`src/rtl/nn_pkg.sv`:
```
// Shared constants and types for the network output stage and its argmax classifier.
package nn_pkg;

  localparam int NEURONS_OUT = 10;
  localparam int DATA_WIDTH  = 16;
  localparam int IDX_WIDTH   = $clog2(NEURONS_OUT);

  typedef enum logic {
    IDLE = 1'b0,
    SCAN = 1'b1
  } argmax_state_t;

endpackage

```
`src/rtl/output_argmax.sv`:
```
// Serial argmax over the output-layer activations: captures a vector, then walks it
// one element per clock with a single comparator and reports the winning index/value.
module output_argmax
  import nn_pkg::*;
#(
  parameter int neurons   = NEURONS_OUT,
  parameter int dataWidth = DATA_WIDTH,
  parameter int idxWidth  = $clog2(neurons)
) (
  input  logic                           clk,
  input  logic                           rst_n,
  input  logic                           argmax_in_valid,
  input  logic [neurons*dataWidth-1:0]   argmax_in_data,
  output logic                           argmax_busy,
  output logic                           argmax_out_valid,
  output logic [idxWidth-1:0]            argmax_out_digit,
  output logic [dataWidth-1:0]           argmax_out_max,
  output logic                           argmax_overrun
);

  localparam logic [idxWidth-1:0] LAST_IDX = idxWidth'(neurons - 1);
  localparam logic [idxWidth-1:0] ONE_IDX  = idxWidth'(1);

  argmax_state_t          state_r, state_s;
  logic [dataWidth-1:0]   elem_r [neurons];
  logic [dataWidth-1:0]   elem_s [neurons];
  logic [idxWidth-1:0]    ptr_r, ptr_s;
  logic [dataWidth-1:0]   best_val_r, best_val_s;
  logic [idxWidth-1:0]    best_idx_r, best_idx_s;
  logic                   busy_r, busy_s;
  logic                   out_valid_r, out_valid_s;
  logic [idxWidth-1:0]    digit_r, digit_s;
  logic [dataWidth-1:0]   max_r, max_s;
  logic                   overrun_r, overrun_s;

  logic [dataWidth-1:0]   cur_elem_s;
  logic [dataWidth-1:0]   win_val_s;
  logic [idxWidth-1:0]    win_idx_s;

  // Single comparator/mux: strict greater-than so ties keep the lower index.
  always_comb begin
    cur_elem_s = elem_r[ptr_r];
    if (cur_elem_s > best_val_r) begin
      win_val_s = cur_elem_s;
      win_idx_s = ptr_r;
    end else begin
      win_val_s = best_val_r;
      win_idx_s = best_idx_r;
    end
  end

  // Next-state and next-output logic for the capture/scan FSM.
  always_comb begin
    state_s     = state_r;
    elem_s      = elem_r;
    ptr_s       = ptr_r;
    best_val_s  = best_val_r;
    best_idx_s  = best_idx_r;
    busy_s      = busy_r;
    out_valid_s = 1'b0;
    digit_s     = digit_r;
    max_s       = max_r;
    overrun_s   = overrun_r;

    case (state_r)
      IDLE: begin
        if (argmax_in_valid) begin
          for (int i = 0; i < neurons; i++) begin
            elem_s[i] = argmax_in_data[i*dataWidth +: dataWidth];
          end
          best_val_s = argmax_in_data[dataWidth-1:0];
          best_idx_s = '0;
          ptr_s      = ONE_IDX;
          busy_s     = 1'b1;
          state_s    = SCAN;
        end else begin
          state_s = IDLE;
        end
      end
      SCAN: begin
        // A strobe while scanning is dropped; the scan itself carries on.
        if (argmax_in_valid) begin
          overrun_s = 1'b1;
        end else begin
          overrun_s = overrun_r;
        end
        best_val_s = win_val_s;
        best_idx_s = win_idx_s;
        if (ptr_r == LAST_IDX) begin
          digit_s     = win_idx_s;
          max_s       = win_val_s;
          out_valid_s = 1'b1;
          busy_s      = 1'b0;
          ptr_s       = '0;
          state_s     = IDLE;
        end else begin
          ptr_s   = ptr_r + ONE_IDX;
          state_s = SCAN;
        end
      end
      default: begin
        busy_s  = 1'b0;
        ptr_s   = '0;
        state_s = IDLE;
      end
    endcase
  end

  // State and output registers with synchronous active-low reset.
  always_ff @(posedge clk) begin
    if (!rst_n) begin
      state_r     <= IDLE;
      elem_r      <= '{default: '0};
      ptr_r       <= '0;
      best_val_r  <= '0;
      best_idx_r  <= '0;
      busy_r      <= 1'b0;
      out_valid_r <= 1'b0;
      digit_r     <= '0;
      max_r       <= '0;
      overrun_r   <= 1'b0;
    end else begin
      state_r     <= state_s;
      elem_r      <= elem_s;
      ptr_r       <= ptr_s;
      best_val_r  <= best_val_s;
      best_idx_r  <= best_idx_s;
      busy_r      <= busy_s;
      out_valid_r <= out_valid_s;
      digit_r     <= digit_s;
      max_r       <= max_s;
      overrun_r   <= overrun_s;
    end
  end

  assign argmax_busy      = busy_r;
  assign argmax_out_valid = out_valid_r;
  assign argmax_out_digit = digit_r;
  assign argmax_out_max   = max_r;
  assign argmax_overrun   = overrun_r;

endmodule

```
`config.mk`:
```
export PLATFORM = sky130hd
export DESIGN_NAME = output_argmax
export DESIGN_NICKNAME = d
export VERILOG_FILES = /design/src/rtl/nn_pkg.sv /design/src/rtl/output_argmax.sv
export SDC_FILE = /design/constraint.sdc
export NUM_CORES = 1
export LEC_CHECK = 0
export CORE_MARGIN = 8
export CORE_UTILIZATION = 48
export CTS_CLUSTER_SIZE = 30
export DETAILED_ROUTE_END_ITERATION = 7
export PLACE_DENSITY_LB_ADDON = 0.08
export SYNTH_ARGS = -nofsm -noshare
export SYNTH_HDL_FRONTEND = slang
export SYNTH_SLANG_ARGS = --single-unit
```
`constraint.sdc`:
```
create_clock -name clk -period 3.2 [get_ports clk]
set_clock_uncertainty 0.2 [all_clocks]
set_input_delay 0.64 -clock clk [delete_from_list [all_inputs] [get_ports clk]]
set_output_delay 0.64 -clock clk [all_outputs]
set_load 0.05 [all_outputs]
```
==> flow_metrics.env <==
export IMPL_antenna_cells=0
export IMPL_min_period_ns=3.55
export IMPL_drive_above_1_share_pct=13.7
export IMPL_postRouteWirelength_um=29400
export IMPL_syn_num_nets=1292
export IMPL_portBuffers=185
export IMPL_pin_count=186
export IMPL_fin_util_pct=65.7
export IMPL_drtAntennaViolNets=0
export IMPL_synth_async_reset_ratio_pct=0
export IMPL_gp_congestion=0.913
export IMPL_drc=0
export IMPL_grt_usage_pct=22.2
export IMPL_vias_per_cell=5.37
export IMPL_seq_power_share_pct=40.7
export IMPL_fillers=1745
export IMPL_synth_flop_cell="dfxtp_1"
export IMPL_worstMarginPinSlew_ns=0.797
export IMPL_cp_start_kind="flip-flop"
export IMPL_layout_nets=1477
export IMPL_cts_tree="done"
export IMPL_synth_warning_count=0
export IMPL_synth_most_common_cell="nand2_1"
export IMPL_p_per_area_nw_per_um2=528
export IMPL_clockBufferDepth=3
export IMPL_grt_ovfl_total=0
export IMPL_yosysTopAreaCell="dfxtp_1"
export IMPL_dpl_hpwl_um=21100
export IMPL_ys_seq_area_share_pct=42.2
export IMPL_areaGrowthSynthToFinish_pct=34.6
export IMPL_setup_viol=40
export IMPL_dr_first_iter_drc_count=596
export IMPL_peakVddDrop_v=0.000376
export IMPL_fin_ws_ns=-0.354
export IMPL_final_hold_violation_count=0
export IMPL_routedWlPerCell_um=18.6
export IMPL_rsz0062_at_grt="true"
export IMPL_synthTopCellsByArea="dfxtp_1 (42%), nand2_1 (13%), a21boi_0 (12%), mux4_2 (6.8%), mux2i_1 (3.3%)"
export IMPL_path_clk_slew_ns=0.06
export IMPL_netSwitchingPower_uw=1920
export IMPL_cap_violations=0
export IMPL_cpMaxStageDelayCell="mux4_2"
export IMPL_p_clk_share_pct=38.1
export IMPL_criticalPathCategory="flip-flop to flip-flop"
export IMPL_multi_input_area_um2=5370
export IMPL_fmax_ghz=0.281
export IMPL_grt_max_degree=132
export IMPL_clk_latency_ns=0.52
export IMPL_p_int_uw=5100
export IMPL_synthDistinctLibCells=41
export IMPL_grt_pass1_wl_um=46100
export IMPL_slew_headroom_pct=46.8
export IMPL_dieArea_um2=25400
export IMPL_crit_chain="buf_12 > mux4_2 > a22oi_2 > o21ai_2 > ha_1 > nand4_1 > a311oi_1 > a211o_1 > o31a_4 > clkbuf_16 > o221a_1 > o21a_1"
export IMPL_power_frac_comb_pct=21.2
export IMPL_syn_inst=1111
export IMPL_place_ws_ns=-0.389
export IMPL_die_h_um=159
export IMPL_crit_path_end_kind="flip-flop"
export IMPL_mappedNetlistArea_um2=9870
export IMPL_antenna_found_initial=0
export IMPL_core_rowCount=52
export IMPL_swShare_pct=27.4
export IMPL_required_ns=3.41
export IMPL_numCtsBuffers=23
export IMPL_cellLeakagePower_uw=0.00500
export IMPL_synth_top_area_share_pct=42.2
export IMPL_hold_path_class="flip-flop to flip-flop"
export IMPL_htree_num_levels=1
export IMPL_initial_core_util_pct=48.8
export IMPL_cts_root_buffer="clkbuf_16"
export IMPL_synth_edf_count=0
export IMPL_crit_path_max_incr_delay_ns=0.54
export IMPL_first_pass_iters=5
export IMPL_dieWidth_um=159
export IMPL_num_vias=8494
export IMPL_regArea_um2=4170
export IMPL_violations="setup timing"
export IMPL_synth_common_cells="nand2_1 (346), dfxtp_1 (208), a21boi_0 (160)"
export IMPL_fin_crit_sh_pct=111
export IMPL_status="complete, but fails checks"
export IMPL_clkSinkCount=208
export IMPL_grt_pass1_vias=8498
export IMPL_synth_avg_cell_area_um2=8.89
export IMPL_cp_arrival_ns=3.76
export IMPL_worstPathMaxFanout=12
export IMPL_drv_slew=0
export IMPL_synth_seq_cells=208
export IMPL_core_region_area_um2=20200
[layout by cell type (no fill, tap or decap), types with 4 or more instances in the layout]
cell type / synthesis / layout
a22oi_1: 15 / 5
clkbuf_16: 0 / 27
o221ai_1: 17 / 16
a21oi_1: 7 / 4
buf_4: 1 / 54
nand2_1: 346 / 346
clkbuf_8: 1 / 6
o211ai_1: 5 / 5
nor2b_1: 6 / 5
ha_1: 18 / 17
nand3_1: 13 / 13
dfxtp_1: 208 / 207
o21ai_1: 15 / 9
o221a_1: 16 / 16
a21boi_1: 17 / 16
buf_12: 1 / 11
o21ai_2: 1 / 7
nand2b_1: 6 / 5
nand4_1: 8 / 8
and2_1: 5 / 5
inv_1: 16 / 16
nand2b_4: 10 / 11
clkdlybuf4s50_1: 0 / 184
a22oi_2: 1 / 11
nor2_1: 23 / 22
mux2i_1: 33 / 33
mux4_2: 30 / 31
a21boi_0: 160 / 160
clkbuf_1: 78 / 4
o21ai_0: 6 / 6
o21a_1: 17 / 17
[sequential cells by signal (all words and copies together) (netlist names)]
register          cells
argmax_out_digit      4
argmax_out_valid      1
ptr_r                 4
best_val_r           16
argmax_overrun        1
argmax_busy           1
argmax_out_max       16
elem_r              160
state_r               1
best_idx_r            4
[critical path: cells and delay by family (launching register included)]
family,cells,cell delay (ns)
buffers and inverters,2,0.36
adder cells (fa/ha/maj),1,0.30
AND/OR/NAND/NOR,1,0.18
AO/OA/AOI/OAI,7,1.44
multiplexers,1,0.54
flip-flops,1,0.43
[path summary, 6_finish.rpt]
path / from / endpoint / slack (ns) / cells after the start
setup reg to reg: ptr_r[0] / best_val_r[1] / -0.35 / 12
setup / recovery: ptr_r[0] / best_val_r[1] / -0.35 / 12
hold / removal: argmax_out_max[6] / argmax_out_max[6] / 0.25 / 2
hold reg to reg: argmax_out_max[6] / argmax_out_max[6] / 0.25 / 2
[final cells by class]
cell class              count  area share (%)
multi-input cells         792            40.4
flip-flops and latches    208            31.4
repair buffers            255            19.4
clock buffers              34            5.25
well taps                 270            2.54
clock inverters             6           0.612
inverters                  16           0.452
[metrics by stage]
step                      hold slack (ns)  instances  area (um^2)  power, uW  TNS (ns)
after global placement              0.242       1531        12300       4230    -10.91
after detailed placement            0.248       1531        12300       4240    -12.58
after floorplan                     0.239       1111         9910       3690     -4.00
final                               0.252       1581        13300       7020    -10.61
after CTS                           0.257       1572        13100       6920    -11.05
after global routing                0.283       1581        13300       7310    -14.37
[repair_timing]
| item | CTS | global route |
|---|---|---|
| setup buffers | 1 | 6 |
| setup endpoints to repair | 40 | 40 |
| hold buffers | 0 | 0 |
| cloned | 0 | 3 |
| gates resized for setup | 5 | 27 |
| pin swaps | 2 | 20 |
[cells by family after synthesis]
kind of cell / count (synthesis) / share of synthesized area [%]
AO/OA/AOI/OAI: 284 / 21.8
adder cells (fa/ha/maj): 18 / 2.28
buffers and inverters: 111 / 4.87
flip-flops: 208 / 42.2
multiplexers: 65 / 10.7
AND/OR/NAND/NOR: 425 / 18.1
[power by group through the flow]
stage               logic (uW)  clock network, uW  registers [uW]
floorplan                  823                  0            2870
global placement          1330                  0            2900
detailed placement        1330                  0            2910
CTS                       1350               2720            2850
global route              1600               2840            2870
finish                    1490               2680            2850
[metal layers]
layer  global-route usage [%]  part of all wire, %
met1                     29.2                   44
met2                     36.3                   48
met3                     4.81                  6.0
met4                     6.05                  2.0
met5                        0                    0
Power figures use the tool's default switching activity.
